[config.mk]
export PLATFORM = sky130hd
export DESIGN_NAME = result_queue_arbiter
export DESIGN_NICKNAME = d
export VERILOG_FILES = /design/src/rtl/result_queue_arbiter.sv
export SDC_FILE = /design/constraint.sdc
export NUM_CORES = 1
export LEC_CHECK = 0
export ABC_AREA = 1
export CORE_AREA = 2 2 93 95
export CTS_CLUSTER_SIZE = 28
export DETAILED_ROUTE_END_ITERATION = 16
export DIE_AREA = 0 0 95 97
export PLACE_DENSITY = 0.75
export SLEW_MARGIN = 20
export SYNTH_ARGS = -nofsm -noshare
export SYNTH_HDL_FRONTEND = slang
export SYNTH_SLANG_ARGS = --single-unit
export TNS_END_PERCENT = 50
[constraint.sdc]
create_clock -name clk -period 1.8 [get_ports clk]
set_clock_uncertainty 0.1 [all_clocks]
set_input_delay 0.36 -clock clk [delete_from_list [all_inputs] [get_ports clk]]
set_output_delay 0.36 -clock clk [all_outputs]
set_load 0.02 [all_outputs]
[src/rtl/result_queue_arbiter.sv]
// Round-robin arbiter merging NUM_REQ producer bursts into one result queue write port.
// Define RESULT_QUEUE_ARBITER_GRANT_COUNT_EN to build the per-producer saturating beat counters.
//
//   state   | meaning
//   --------+-------------------------------------------------------------
//   S_IDLE  | no grant; pick next valid producer after the pointer
//   S_GRANT | grant_id owns the write port until last or MAX_BURST beats
module result_queue_arbiter #(
    parameter int NUM_REQ   = 4,
    parameter int WIDTH     = 32,
    parameter int MAX_BURST = 4
) (
    input  logic                         clk,
    input  logic                         reset,
    input  logic [NUM_REQ-1:0]           req_valid,
    input  logic [NUM_REQ*WIDTH-1:0]     req_data,
    input  logic [NUM_REQ-1:0]           req_last,
    output logic [NUM_REQ-1:0]           req_ready,
    output logic                         rq_we,
    output logic [WIDTH-1:0]             rq_data,
    input  logic                         rq_full,
    output logic [$clog2(NUM_REQ)-1:0]   grant_id,
    output logic                         busy,
    output logic [NUM_REQ*16-1:0]        grant_count
);

    localparam int IDW = $clog2(NUM_REQ);
    localparam int CW  = $clog2(MAX_BURST + 1);
    localparam logic [CW-1:0]  CNT_MAX = CW'(MAX_BURST);
    localparam logic [IDW-1:0] PTR_RST = IDW'(NUM_REQ - 1);

    typedef enum logic {
        S_IDLE,
        S_GRANT
    } state_t;

    state_t         state, state_n;
    logic [IDW-1:0] gid_n;
    logic [IDW-1:0] ptr, ptr_n;
    logic [IDW-1:0] pick;
    logic [IDW-1:0] idx;
    logic [CW-1:0]  cnt, cnt_n, cnt_inc;
    logic           found;
    logic           beat;
    logic           cur_valid;
    logic           cur_last;

    always_comb begin
        found = 1'b0;
        pick  = '0;
        idx   = '0;
        for (int i = 1; i <= NUM_REQ; i++) begin
            idx = IDW'((int'(ptr) + i) % NUM_REQ);
            if (!found && req_valid[idx]) begin
                found = 1'b1;
                pick  = idx;
            end
        end
    end

    // Reset gates the beat so an abandoned burst writes nothing in the reset cycle.
    assign cur_valid = req_valid[grant_id];
    assign cur_last  = req_last[grant_id];
    assign beat      = (state == S_GRANT) && cur_valid && !rq_full && !reset;
    assign cnt_inc   = cnt + 1'b1;

    assign rq_we   = beat;
    assign busy    = (state == S_GRANT);
    assign rq_data = req_data[grant_id*WIDTH +: WIDTH];

    always_comb begin
        req_ready = '0;
        if (beat) begin
            req_ready[grant_id] = 1'b1;
        end
    end

    always_comb begin
        state_n = state;
        gid_n   = grant_id;
        cnt_n   = cnt;
        ptr_n   = ptr;
        case (state)
            S_IDLE: begin
                if (found) begin
                    gid_n   = pick;
                    cnt_n   = '0;
                    state_n = S_GRANT;
                end
            end
            S_GRANT: begin
                if (beat) begin
                    cnt_n = cnt_inc;
                    if (cur_last || (cnt_inc == CNT_MAX)) begin
                        state_n = S_IDLE;
                        ptr_n   = grant_id;
                        cnt_n   = '0;
                    end
                end
            end
            default: begin
                state_n = S_IDLE;
            end
        endcase
    end

    always_ff @(posedge clk) begin
        if (reset) begin
            state    <= S_IDLE;
            grant_id <= '0;
            cnt      <= '0;
            ptr      <= PTR_RST;
        end else begin
            state    <= state_n;
            grant_id <= gid_n;
            cnt      <= cnt_n;
            ptr      <= ptr_n;
        end
    end

`ifdef RESULT_QUEUE_ARBITER_GRANT_COUNT_EN
    logic [15:0] gcnt [NUM_REQ];

    always_ff @(posedge clk) begin
        if (reset) begin
            for (int i = 0; i < NUM_REQ; i++) begin
                gcnt[i] <= '0;
            end
        end else begin
            for (int i = 0; i < NUM_REQ; i++) begin
                if (req_ready[i] && (gcnt[i] != 16'hFFFF)) begin
                    gcnt[i] <= gcnt[i] + 16'd1;
                end
            end
        end
    end

    always_comb begin
        grant_count = '0;
        for (int i = 0; i < NUM_REQ; i++) begin
            grant_count[i*16 +: 16] = gcnt[i];
        end
    end
`else
    assign grant_count = '0;
`endif

endmodule

## Word-level counts from Yosys, hierarchy flattened

Cells that the tools add are included.

- Memory bits (writable): 0
- Latch bits: 0
- Bits in read-only memories: 0
- Memories: 0
- Flip-flop bits (word level): 8
- Output and inout bits: 104

- Div/mod/pow operators: 0
- Equality and inequality tests: 3
- $add $sub $neg: 5
- Mux-type cells: 31
- Reduce and logical (&&, ||, !) cells: 16
- Magnitude comparators: 6
- Bitwise logic cells: 1
- Shift-type cells: 1
- Multipliers: 0

Operators by type and width:

| kind | number |
|---|---|
| 128-bit by 8-bit indexed part select with 32-bit output | 1 |
| 2-bit by 3-bit < comparator with 1-bit output, second input constant | 5 |
| 1-bit two-way mux | 14 |
| 1-bit binary-select mux with 2-bit select | 6 |
| 3-bit two-way mux | 3 |
| 2-bit two-way mux | 4 |
| 1-bit logical AND | 7 |
| 3-bit one-hot mux with 2 select lines | 1 |
| 1-bit zero test | 5 |
| 2-bit by 1-bit adder with 2-bit output, second input constant | 2 |
| 2-bit adder, second input constant | 2 |
| 4-bit two-way mux | 1 |
| 2-bit != test, second input constant | 2 |
| 2-bit AND reduction | 2 |
| 3-bit by 1-bit adder with 3-bit output, second input constant | 1 |
| 3-bit equality test, second input constant | 1 |
| 3-bit AND reduction | 1 |
| 1-bit demux with 2-bit select | 1 |
| 2-bit by 1-bit >= comparator with 1-bit output, second input constant | 1 |
| 1-bit one-hot mux with 2 select lines | 1 |
| 1-bit logical OR | 1 |
| 1-bit NOT | 1 |

## Logic depth before layout (Yosys ltp)

Gate-level depths: netlist of the first run.

- Word-level depth: 15
- Gate-level depth with buffers: 13
- Mapped depth without buffers: 11

## Least setup slack after synthesis of the first run

OpenSTA, ideal clock, no wires.

- Path type: flip-flop to output port
- Start point: register grant_id[1]
- End point: output port req_ready[0]
- Data required time: 1,340 ps
- Buffers on the path: 1
- Path slack: -451 ps
- Data arrival time: 1,791 ps
- Cell stages (with the launch flop): 8
- Cell sequence: dfxtp_1 -> buf_2 -> nand2_1 -> inv_2 -> a21oi_1 -> a21oi_4 -> inv_2 -> nor3_1

- Longest elaborated chain between the ends: 6

Ends and longest elaborated chain:

| element | line | source |
|---|---|---|
| start: declaration | 22 | `output logic [$clog2(NUM_REQ)-1:0] grant_id,` |
| start signal: assignment | 115 | `grant_id <= gid_n;` |
| 1-bit binary-select mux with 2-bit select | 62 | `assign cur_valid = req_valid[grant_id];` |
| 1-bit two-way mux (not written as such) | 62 |  |
| 1-bit logical AND (3 in series) | 64 | `assign beat = (state == S_GRANT) && cur_valid && !rq_full && !reset;` |
| via rq_we | 19 | `output logic rq_we,` |
| 4-bit two-way mux | 73 | `if (beat) begin` |
| end: declaration | 18 | `output logic [NUM_REQ-1:0] req_ready,` |

The timed path passes the listed nets, and every way through them passes these cells. The select of a mux whose other input is x is not followed.

## Worst setup path in the final report of the first run

- Start point: register grant_id[0]
- End point: output port req_ready[0]

- Longest elaborated chain between the ends: 6

Ends and longest elaborated chain:

| element | line |
|---|---|
| branches (longest 5 deep; another with 2-bit by 3-bit < comparator with 1-bit output) | - |
| 4-bit two-way mux (*) | 73 |

Mark *: on every way between the ends. The select of a mux whose other input is x is not followed.

==> results of run 1 <==
==> flip-flops by register name, indices dropped and copies added, names as in the netlist <==
signal and flops:
busy 1, cnt 3, grant_id 2, ptr 2
==> metrics by stage <==
stage | setup TNS [ps] | hold slack, ps | area, sq um
after floorplan | -142.9 | 319.4 | 2231
after global placement | -13660 | 415.3 | 3842
after detailed placement | -14330 | 418.2 | 3842
after CTS | -2335 | 425.2 | 4071
after global routing | -4979 | 371.3 | 4287
final | -2197 | 353.4 | 4287
==> worst min-delay path, stage by stage <==
cell                             delay [ps]
sky130_fd_sc_hd__dlymetal6s2s_1         120
sky130_fd_sc_hd__buf_4                  130
sky130_fd_sc_hd__a21oi_1                 40
==> synthesized netlist by cell type <==
| master | instances | area, sq um |
|---|---|---|
| sky130_fd_sc_hd__a21boi_0 | 1 | 7.510 |
| sky130_fd_sc_hd__a21oi_1 | 7 | 35.03 |
| sky130_fd_sc_hd__a21oi_4 | 1 | 16.27 |
| sky130_fd_sc_hd__a22oi_1 | 51 | 382.9 |
| sky130_fd_sc_hd__a22oi_2 | 1 | 12.51 |
| sky130_fd_sc_hd__buf_2 | 1 | 5.000 |
| sky130_fd_sc_hd__buf_4 | 66 | 495.5 |
| sky130_fd_sc_hd__buf_6 | 1 | 11.26 |
| sky130_fd_sc_hd__clkbuf_1 | 12 | 45.04 |
| sky130_fd_sc_hd__conb_1 | 1 | 3.750 |
| sky130_fd_sc_hd__dfxtp_1 | 8 | 160.2 |
| sky130_fd_sc_hd__ha_1 | 2 | 25.02 |
| sky130_fd_sc_hd__inv_1 | 13 | 48.80 |
| sky130_fd_sc_hd__inv_2 | 5 | 18.77 |
| sky130_fd_sc_hd__inv_6 | 1 | 8.760 |
| sky130_fd_sc_hd__nand2_1 | 92 | 345.3 |
| sky130_fd_sc_hd__nand2_2 | 8 | 50.05 |
| sky130_fd_sc_hd__nand2_4 | 1 | 11.26 |
| sky130_fd_sc_hd__nand3_1 | 23 | 115.1 |
| sky130_fd_sc_hd__nand4_1 | 4 | 25.02 |
| sky130_fd_sc_hd__nor2_1 | 12 | 45.04 |
| sky130_fd_sc_hd__nor2_2 | 3 | 18.77 |
| sky130_fd_sc_hd__nor3_1 | 2 | 10.01 |
| sky130_fd_sc_hd__o211ai_1 | 2 | 15.01 |
| sky130_fd_sc_hd__o21ai_1 | 1 | 5.000 |
| sky130_fd_sc_hd__xor2_1 | 1 | 8.760 |
==> timing repair <==
| action | CTS | global route |
|---|---|---|
| resized for setup | 230 | 38 |
| endpoints found under the setup margin | 44 | 43 |
| setup buffers | 4 | 2 |
| gates cloned | 2 | 2 |
| hold endpoints to repair | 0 | 0 |
| pin swaps | 8 | 6 |
| hold buffers | 0 | 0 |
==> power by group <==
| part | internal [mW] | switching (mW) | leakage, nW |
|---|---|---|---|
| combinational | 0.828 | 0.856 | 1.88 |
| clock | 0.145 | 0.0693 | 0.0216 |
| sequential | 0.196 | 0.0211 | 0.0672 |
| total | 1.17 | 0.946 | 1.97 |
==> path summary, 6_finish.rpt <==
check / startpoint / end / slack (ps)
hold reg to reg: ptr[0]$_SDFFE_PP1P_ / ptr[0]$_SDFFE_PP1P_ / 420
setup reg to reg: grant_id[1]$_SDFFE_PP0P_ / busy$_SDFF_PP0_ / 90
setup / recovery: grant_id[0]$_SDFFE_PP0P_ / req_ready[0] / -120
hold / removal: reset / grant_id[1]$_SDFFE_PP0P_ / 350
==> layout by cell type (no fill, tap or decap), types with 2 or more instances in the layout <==
cell type | netlist | layout
sky130_fd_sc_hd__clkdlybuf4s50_1 | 0 | 133
sky130_fd_sc_hd__nand2_1 | 92 | 84
sky130_fd_sc_hd__conb_1 | 1 | 64
sky130_fd_sc_hd__buf_6 | 1 | 37
sky130_fd_sc_hd__buf_4 | 66 | 30
sky130_fd_sc_hd__a22oi_2 | 1 | 27
sky130_fd_sc_hd__a22oi_1 | 51 | 25
sky130_fd_sc_hd__nand3_1 | 23 | 18
sky130_fd_sc_hd__nand2_2 | 8 | 12
sky130_fd_sc_hd__inv_1 | 13 | 12
sky130_fd_sc_hd__nor2_1 | 12 | 9
sky130_fd_sc_hd__dlygate4sd2_1 | 0 | 7
sky130_fd_sc_hd__a21oi_1 | 7 | 6
sky130_fd_sc_hd__dfxtp_1 | 8 | 6
sky130_fd_sc_hd__nand2_4 | 1 | 5
sky130_fd_sc_hd__nand3_2 | 0 | 5
sky130_fd_sc_hd__nand4_1 | 4 | 4
sky130_fd_sc_hd__buf_2 | 1 | 4
sky130_fd_sc_hd__nor2_4 | 0 | 3
sky130_fd_sc_hd__nor2_2 | 3 | 3
sky130_fd_sc_hd__clkbuf_8 | 0 | 3
sky130_fd_sc_hd__buf_12 | 0 | 3
sky130_fd_sc_hd__inv_4 | 0 | 2
sky130_fd_sc_hd__inv_6 | 1 | 2
sky130_fd_sc_hd__a21oi_4 | 1 | 2
sky130_fd_sc_hd__inv_2 | 5 | 2
sky130_fd_sc_hd__nor3_4 | 0 | 2
sky130_fd_sc_hd__o211ai_1 | 2 | 2
sky130_fd_sc_hd__ha_1 | 2 | 2
sky130_fd_sc_hd__buf_16 | 0 | 2
sky130_fd_sc_hd__clkbuf_16 | 0 | 2
sky130_fd_sc_hd__dfxtp_4 | 0 | 2
==> per-layer routing <==
layer | track usage | up-vias | routed length (um)
li1 | - | 1368 | -
met1 | 0.1757 | 1270 | 3280
met2 | 0.3426 | 150 | 4769
met3 | 0.02259 | 6 | 703
met4 | 0.03456 | 0 | 108
met5 | 0 | - | 0
==> logic make-up after synthesis <==
kind of cell	synth area share
AO/OA/AOI/OAI	0.2463
XOR/XNOR	0.004549
adder cells (fa/ha/maj)	0.01299
buffers and inverters	0.3288
flip-flops	0.08317
other	0.001947
AND/OR/NAND/NOR	0.3223
==> layout make-up <==
type                    count  area [sq um]
well taps                 105         131.4
flip-flops and latches      8         167.7
clock buffers               3         41.29
inverters                  19         93.84
fillers                   776          3847
multi-input cells         276          1620
repair buffers            219          2232
==> impl_table.tex, run 1 <==
\begin{tabular}{lr}
\hline
Metric & Value \\
\hline
\multicolumn{2}{l}{\textbf{Detailed routing}} \\
\quad Average via count per standard cell & 4.435 \\
\quad Average wire length per cell after detail routing & 14.07 um \\
\quad Number of DRC violations after detailed-routing iteration 0 & 63 \\
\quad Remaining antenna violation count & 0 \\
\quad Final wirelength & 8.861 mm \\
\quad Pre-Repair DR Iteration Count & 4 \\
\quad Total DRC errors in the routed layout & 0 \\
\quad Vias after detailed routing & 2794 \\
\multicolumn{2}{l}{\textbf{GRT}} \\
\quad Maximum number of pins on one net before global-route repair & 22 \\
\quad GRT Util Overall & 0.1683 \\
\quad Overflow left after global routing & 0 \\
\quad Via count of the first global-routing pass & 2568 \\
\quad Wire length of the first global-routing pass & 12.11 mm \\
\quad Initial antenna violation count & 0 \\
\multicolumn{2}{l}{\textbf{Synthesis}} \\
\quad Synth unique cells & 26 \\
\quad Number of instances in the synthesized netlist & 320 \\
\quad Sequential share of the synthesized area & 0.08317 \\
\quad Number of flip-flops and latches in the synthesized netlist & 8 \\
\quad Netlist area before placement & 1926 sq um \\
\quad Number of warning messages in the yosys log & 0 \\
\quad Synthesized area per cell & 6.017 sq um \\
\multicolumn{2}{l}{\textbf{Job}} \\
\quad Number of maximum-capacitance violations & 0 \\
\multicolumn{2}{l}{\textbf{STA}} \\
\quad Upper clock frequency limit & 0.5213 GHz \\
\quad Number of endpoints failing setup at the final stage & 36 \\
\quad Final Hold Fails & 0 \\
\quad Min Tclk post-route & 1918 ps \\
\quad Max Slew Vio Count & 0 \\
\quad Setup repair after global routing missed its margin & yes \\
\quad Share of the cycle needed by the critical path after routing & 1.066 \\
\quad Worst Setup Slack, final & -118.3 ps \\
\multicolumn{2}{l}{\textbf{Setup path}} \\
\quad Kind of capture point of the worst setup path & output port \\
\quad Length in cells of the worst reg-to-reg path & 7 \\
\quad Maximum net fanout on the critical path & 5 \\
\quad Cells along the critical path & inv\_4, nand2\_4, nor2\_4, a21oi\_4, a21oi\_4, inv\_4, nor3\_4, buf\_6 \\
\quad Path length in cells of the critical path & 8 \\
\quad Cell at the slowest stage of the critical path & sky130\_fd\_sc\_hd\_\_dfxtp\_4 \\
\quad Required time at the endpoint of the critical path & 1340 ps \\
\quad Critical path startpoint category & register \\
\quad Number of buffer and inverter instances along the worst setup path & 3 \\
\quad Endpoint arrival time on the critical path & 1460 ps \\
\quad Slowest stage delay, CP & 360 ps \\
\quad Critical Setup Path Class & register to output port \\
\quad Critical path's top delay family & flip-flops \\
\multicolumn{2}{l}{\textbf{Layout}} \\
\quad Final core utilization & 0.5270 \\
\quad Net total in the final layout & 668 \\
\quad Fraction of layout cells with a size suffix above 1 & 0.2838 \\
\quad Non-filler instance count after layout & 630 \\
\quad Final antenna diode count & 0 \\
\quad Area Growth Syn to Fin & 122.6\% \\
\multicolumn{2}{l}{\textbf{Power and ir drop}} \\
\quad Overall power consumption & 2.115 mW \\
\quad Leakage power figure & 1.969 nW \\
\quad Peak supply drop & 0.2335 mV \\
\quad Power density over the cells & 493.4 nW/um\^{}2 \\
\multicolumn{2}{l}{\textbf{CTS}} \\
\quad CTS Root Buffer Type & sky130\_fd\_sc\_hd\_\_clkbuf\_8 \\
\quad Sinks on Clock Net & 8 \\
\quad Inserted Clock Buffers & 3 \\
\quad Latest clock arrival within the worst-skew pair & 230 ps \\
\quad Clock tree from TritonCTS & done \\
\quad H-tree Lvls & 1 \\
\quad Clock tree buffer depth & 2 \\
\quad Post-CTS clock slew at the launch and capture registers of the worst setup and hold paths & 40 ps \\
\multicolumn{2}{l}{\textbf{Floorplanning}} \\
\quad Chip height & 97 um \\
\quad Row Count & 33 \\
\quad Die area & 9215 sq um \\
\quad Floorplan Core Area & 8134 sq um \\
\quad Width of the chip & 95 um \\
\quad I/O Pins & 243 \\
\quad Initial core utilization & 0.2367 \\
\multicolumn{2}{l}{\textbf{Run status}} \\
\quad Result of the run & finished, violations left \\
\quad Failing checks & negative setup slack \\
\multicolumn{2}{l}{\textbf{Place}} \\
\quad Post-DP HPWL & 7.170 mm \\
\quad Pre-CTS worst setup slack & -746.7 ps \\
\quad Total instance count after detailed placement & 617 \\
\quad Final GP Congestion & 0.8221 \\
\quad Port Buffers & 178 \\
\multicolumn{2}{l}{\textbf{Min path}} \\
\quad HP Class & input port to register \\
\quad Instance count along the most critical hold path & 3 \\
\hline
\end{tabular}
Power figures use the tool's default switching activity.
==> run 2, diff against run 1 <==
--- a/config.mk
+++ b/config.mk
@@ -6,6 +6,7 @@
 export NUM_CORES = 1
 export LEC_CHECK = 0
 export ABC_AREA = 1
+export CAP_MARGIN = 20
 export CORE_AREA = 2 2 93 95
 export CTS_CLUSTER_SIZE = 28
 export DETAILED_ROUTE_END_ITERATION = 16
==> results of run 2 <==
The final DEF is identical to that of run 1; final timing and power are the same.
==> run 3, diff against run 2 <==
--- a/config.mk
+++ b/config.mk
@@ -5,13 +5,11 @@
 export SDC_FILE = /design/constraint.sdc
 export NUM_CORES = 1
 export LEC_CHECK = 0
-export ABC_AREA = 1
 export CAP_MARGIN = 20
 export CORE_AREA = 2 2 93 95
-export CTS_CLUSTER_SIZE = 28
 export DETAILED_ROUTE_END_ITERATION = 16
 export DIE_AREA = 0 0 95 97
-export PLACE_DENSITY = 0.75
+export PLACE_DENSITY = 0.73
 export SLEW_MARGIN = 20
 export SYNTH_ARGS = -nofsm -noshare
 export SYNTH_HDL_FRONTEND = slang
==> run 3 against run 2 <==
Against the previous run:
- the run still ends with negative setup slack left
- sequential power down 7%
- final area down 13%
- final cell count down 25%
- clock-buffer cell count up 1
- largest power group unchanged
==> impl_table.tex, run 3 <==
\begin{tabular}{lr}
\hline
Metric & Value \\
\hline
\multicolumn{2}{l}{\textbf{GRT}} \\
\quad GRT Util Overall & 0.1522 (was 0.1683) \\
\quad Overflow left after global routing & 0 (unchanged) \\
\quad Via count of the first global-routing pass & 2062 (was 2568) \\
\quad Wire length of the first global-routing pass & 10.97 mm (was 12.11 mm) \\
\quad Met3 Track Usage GR & 0.02882 (was 0.02259) \\
\quad GR met2 Demand/Resource & 0.2924 (was 0.3426) \\
\quad Most utilized layer in the global route result & met2 (unchanged) \\
\quad Initial antenna violation count & 0 (unchanged) \\
\quad Global routing met1 resource utilization & 0.1602 (was 0.1757) \\
\quad Maximum number of pins on one net before global-route repair & 19 (was 22) \\
\multicolumn{2}{l}{\textbf{Synthesis}} \\
\quad Netlist area before placement & 1797 sq um (was 1926 sq um) \\
\quad Area share of the largest cell type after synthesis & 0.4262 (was 0.2573) \\
\quad Commonest cells in the netlist & sky130\_fd\_sc\_hd\_\_buf\_4, sky130\_fd\_sc\_hd\_\_mux4\_2, sky130\_fd\_sc\_hd\_\_dfxtp\_1, sky130\_fd\_sc\_hd\_\_a21oi\_1, sky130\_fd\_sc\_hd\_\_nor2\_1 (was sky130\_fd\_sc\_hd\_\_nand2\_1, sky130\_fd\_sc\_hd\_\_buf\_4, sky130\_fd\_sc\_hd\_\_a22oi\_1, sky130\_fd\_sc\_hd\_\_nand3\_1, sky130\_fd\_sc\_hd\_\_inv\_1) \\
\quad Number of warning messages in the yosys log & 0 (unchanged) \\
\quad Synthesized area per cell & 10.45 sq um (was 6.017 sq um) \\
\quad Flip-flop cell with the highest count after synthesis & sky130\_fd\_sc\_hd\_\_dfxtp\_1 (unchanged) \\
\quad Area leader, netlist & sky130\_fd\_sc\_hd\_\_mux4\_2 (was sky130\_fd\_sc\_hd\_\_buf\_4) \\
\quad Proportion of synthesized flip-flops having asynchronous set or reset & 0 (unchanged) \\
\quad Number of flip-flops and latches in the synthesized netlist & 8 (unchanged) \\
\quad Ranking of synthesized cells by area & sky130\_fd\_sc\_hd\_\_mux4\_2, sky130\_fd\_sc\_hd\_\_buf\_4, sky130\_fd\_sc\_hd\_\_dfxtp\_1 (was sky130\_fd\_sc\_hd\_\_buf\_4, sky130\_fd\_sc\_hd\_\_a22oi\_1, sky130\_fd\_sc\_hd\_\_nand2\_1) \\
\quad Sequential share of the synthesized area & 0.08914 (was 0.08317) \\
\quad Synth unique cells & 34 (was 26) \\
\quad Number of instances in the synthesized netlist & 172 (was 320) \\
\quad Count leader, synth & sky130\_fd\_sc\_hd\_\_buf\_4 (was sky130\_fd\_sc\_hd\_\_nand2\_1) \\
\quad Number of synthesized flops with an enable pin & 0 (unchanged) \\
\multicolumn{2}{l}{\textbf{Power and ir drop}} \\
\quad Part of the total power dissipated in sequential elements & 0.124 (was 0.103) \\
\quad Power density over the cells & 437.8 nW/um\^{}2 (was 493.4 nW/um\^{}2) \\
\quad Psw & 0.6137 mW (was 0.9462 mW) \\
\quad Peak supply drop & 0.3380 mV (was 0.2335 mV) \\
\quad Leakage power figure & 1.517 nW (was 1.969 nW) \\
\quad Combinational group share of total power & 0.732 (was 0.796) \\
\quad Overall power consumption & 1.624 mW (was 2.115 mW) \\
\quad Sw Share & 0.3780 (was 0.4474) \\
\quad Relative contribution of the clock network to total power & 0.143 (was 0.101) \\
\quad Internal portion of total power & 1.010 mW (was 1.169 mW) \\
\multicolumn{2}{l}{\textbf{STA}} \\
\quad Share of the cycle needed by the critical path after routing & 1.127 (was 1.066) \\
\quad Final Hold Fails & 0 (unchanged) \\
\quad Min Tclk post-route & 2028 ps (was 1918 ps) \\
\quad Tightest hold margin & 393.8 ps (was 353.4 ps) \\
\quad Max Slew Vio Count & 0 (unchanged) \\
\quad Upper clock frequency limit & 0.4931 GHz (was 0.5213 GHz) \\
\quad Worst Setup Slack, final & -228.0 ps (was -118.3 ps) \\
\quad Number of endpoints failing setup at the final stage & 37 (was 36) \\
\quad Setup repair after global routing missed its margin & yes (unchanged) \\
\multicolumn{2}{l}{\textbf{Setup path}} \\
\quad Maximum net fanout on the critical path & 2 (was 5) \\
\quad Critical path startpoint category & input port (was register) \\
\quad Endpoint arrival time on the critical path & 1570 ps (was 1460 ps) \\
\quad Critical Setup Path Class & input port to output port (was register to output port) \\
\quad Crit Reg-Reg Startpoint & grant\_id[0]\$\_SDFFE\_PP0P\_ (was grant\_id[1]\$\_SDFFE\_PP0P\_) \\
\quad Required time at the endpoint of the critical path & 1340 ps (about the same) \\
\quad Length in cells of the worst reg-to-reg path & 5 (was 7) \\
\quad Critical Path Start & req\_valid[3] (was grant\_id[0]\$\_SDFFE\_PP0P\_) \\
\quad Kind of capture point of the worst setup path & output port (unchanged) \\
\multicolumn{2}{l}{\textbf{Place}} \\
\quad Final GP Congestion & 0.7872 (was 0.8221) \\
\quad Port Buffers & 178 (unchanged) \\
\quad Post-DP HPWL & 6.663 mm (was 7.170 mm) \\
\multicolumn{2}{l}{\textbf{Layout}} \\
\quad Final core utilization & 0.4559 (was 0.5270) \\
\quad Net total in the final layout & 509 (was 668) \\
\quad Final antenna diode count & 0 (unchanged) \\
\quad Largest register by flop count & cnt (unchanged) \\
\quad Most common cell after layout, fill and taps aside & sky130\_fd\_sc\_hd\_\_clkdlybuf4s50\_1 (unchanged) \\
\quad Fraction of layout cells with a size suffix above 1 & 0.3025 (was 0.2838) \\
\quad Area Growth Syn to Fin & 106.4\% (was 122.6\%) \\
\quad Largest register FFs & 3 (unchanged) \\
\quad Fill cell count & 796 (was 776) \\
\quad Registers with the highest flip-flop counts & cnt (3), grant\_id (2), ptr (2) (unchanged) \\
\quad Commonest non-fill, non-tap cells in the layout & sky130\_fd\_sc\_hd\_\_clkdlybuf4s50\_1, sky130\_fd\_sc\_hd\_\_conb\_1, sky130\_fd\_sc\_hd\_\_mux4\_2 (was sky130\_fd\_sc\_hd\_\_clkdlybuf4s50\_1, sky130\_fd\_sc\_hd\_\_nand2\_1, sky130\_fd\_sc\_hd\_\_conb\_1) \\
\multicolumn{2}{l}{\textbf{Min path}} \\
\quad Instance count along the most critical hold path & 2 (was 3) \\
\quad Hold Crit Start & cnt[0]\$\_SDFFE\_PP0P\_ (was reset) \\
\quad HP Class & register to register (was input port to register) \\
\multicolumn{2}{l}{\textbf{Detailed routing}} \\
\quad Final wirelength & 7.657 mm (was 8.861 mm) \\
\quad Remaining antenna violation count & 0 (unchanged) \\
\quad Number of DRC violations after detailed-routing iteration 0 & 19 (was 63) \\
\quad Total DRC errors in the routed layout & 0 (unchanged) \\
\quad Pre-Repair DR Iteration Count & 4 (unchanged) \\
\quad Vias after detailed routing & 1986 (was 2794) \\
\quad Average via count per standard cell & 4.208 (was 4.435) \\
\quad Average wire length per cell after detail routing & 16.22 um (was 14.07 um) \\
\multicolumn{2}{l}{\textbf{CTS}} \\
\quad Clock tree buffer depth & 2 (unchanged) \\
\quad Number of buffers inserted by hold repair at cts & 0 (unchanged) \\
\quad CTS Root Buffer Type & sky130\_fd\_sc\_hd\_\_clkbuf\_8 (unchanged) \\
\quad Sinks on Clock Net & 8 (unchanged) \\
\quad Latest clock arrival within the worst-skew pair & 230 ps (about the same) \\
\quad Clock tree from TritonCTS & done (unchanged) \\
\quad Post-CTS clock slew at the launch and capture registers of the worst setup and hold paths & 40 ps (about the same) \\
\quad H-tree Lvls & 1 (unchanged) \\
\quad Inserted Clock Buffers & 3 (unchanged) \\
\multicolumn{2}{l}{\textbf{Floorplanning}} \\
\quad Floorplan Core Area & 8134 sq um (unchanged) \\
\quad I/O Pins & 243 (unchanged) \\
\quad Row Count & 33 (unchanged) \\
\quad Die area & 9215 sq um (unchanged) \\
\quad Initial core utilization & 0.2209 (was 0.2367) \\
\quad Width of the chip & 95 um (unchanged) \\
\quad Chip height & 97 um (unchanged) \\
\multicolumn{2}{l}{\textbf{Job}} \\
\quad Number of maximum-capacitance violations & 0 (unchanged) \\
\multicolumn{2}{l}{\textbf{Run status}} \\
\quad Result of the run & finished, violations left (unchanged) \\
\quad Failing checks & negative setup slack (unchanged) \\
\hline
\end{tabular}
==> run 3: changes by cell type in the layout (fill, tap and decap cells not counted), moves of 10 or more <==
cell / previous run / this run
sky130_fd_sc_hd__nand2_1: 84 / 4
sky130_fd_sc_hd__mux4_2: 0 / 34
sky130_fd_sc_hd__a22oi_2: 27 / 0
sky130_fd_sc_hd__a22oi_1: 25 / 0
sky130_fd_sc_hd__nand3_1: 18 / 2
sky130_fd_sc_hd__buf_6: 37 / 22
sky130_fd_sc_hd__buf_2: 4 / 15
sky130_fd_sc_hd__buf_4: 30 / 19
sky130_fd_sc_hd__inv_1: 12 / 2
sky130_fd_sc_hd__nand2_2: 12 / 2
==> run 3: layout make-up <==
cell class,instances,area [sq um],share of cell area
flip-flops and latches,8,165.2,0.04453
clock buffers,4,45.04,0.01215
well taps,105,131.4,0.03543
inverters,3,11.26,0.003036
repair buffers,202,1984,0.5351
multi-input cells,150,1371,0.3698
==> run 3: stage by stage <==
| step | worst slack [ps] | cells | cell area [sq um] | TNS (ps) |
|---|---|---|---|---|
| 3_5_place_dp | -682.1 | 462 | 3626 | -19190 |
| 5_1_grt | -278.4 | 472 | 3709 | -7940 |
| 6_report | -228.0 | 472 | 3709 | -5471 |
| 3_3_place_gp | -663.4 | 462 | 3626 | -18580 |
| 2_1_floorplan | -2.197 | 235 | 2095 | -2.197 |
| 4_1_cts | -266.8 | 473 | 3684 | -7295 |
==> run 3: per-layer routing <==
metal,vias up,wire [um]
li1,909,-
met4,0,223
met3,19,648
met1,945,2545
met5,-,0
met2,113,4239
==> run 3: cells by family after synthesis <==
group / after synthesis / share of synthesized area
AOI/OAI and AO/OA: 18 / 0.06685
other: 1 / 0.002087
muxes: 34 / 0.4262
buffers and inverters: 77 / 0.3029
DFF: 8 / 0.08913
and+or+nand+nor: 31 / 0.09402
xor gates and xnor gates: 1 / 0.004876
adders and majority gates: 2 / 0.01393
==> run 3: power by group through the flow <==
stage	Sequential [mW]	Combinational, mW	Clock (mW)
global placement	0.210	1.16	0
global route	0.204	1.25	0.249
floorplan	0.204	0.687	0
detailed placement	0.210	1.17	0
finish	0.202	1.19	0.232
CTS	0.203	1.19	0.239
==> run 3: final timing paths <==
| path | end | slack (ps) |
|---|---|---|
| min | cnt[0]$_SDFFE_PP0P_ | 390 |
| max reg2reg | cnt[2]$_SDFFE_PP0P_ | -80 |
| min reg2reg | cnt[0]$_SDFFE_PP0P_ | 390 |
| max | rq_we | -230 |
==> run 3: worst max-delay path, cell delays in order <==
cell,delay [ps]
sky130_fd_sc_hd__clkdlybuf4s50_1,420
sky130_fd_sc_hd__mux4_2,530
sky130_fd_sc_hd__nand2_2,100
sky130_fd_sc_hd__inv_2,40
sky130_fd_sc_hd__buf_6,120
==> run 3: repair_timing <==
item,4_1_cts,5_1_grt
buffers inserted,6,1
hold endpoints to repair,0,0
cloned,1,0
pin swaps,7,1
gates resized for setup,194,15
setup endpoints to repair,45,43
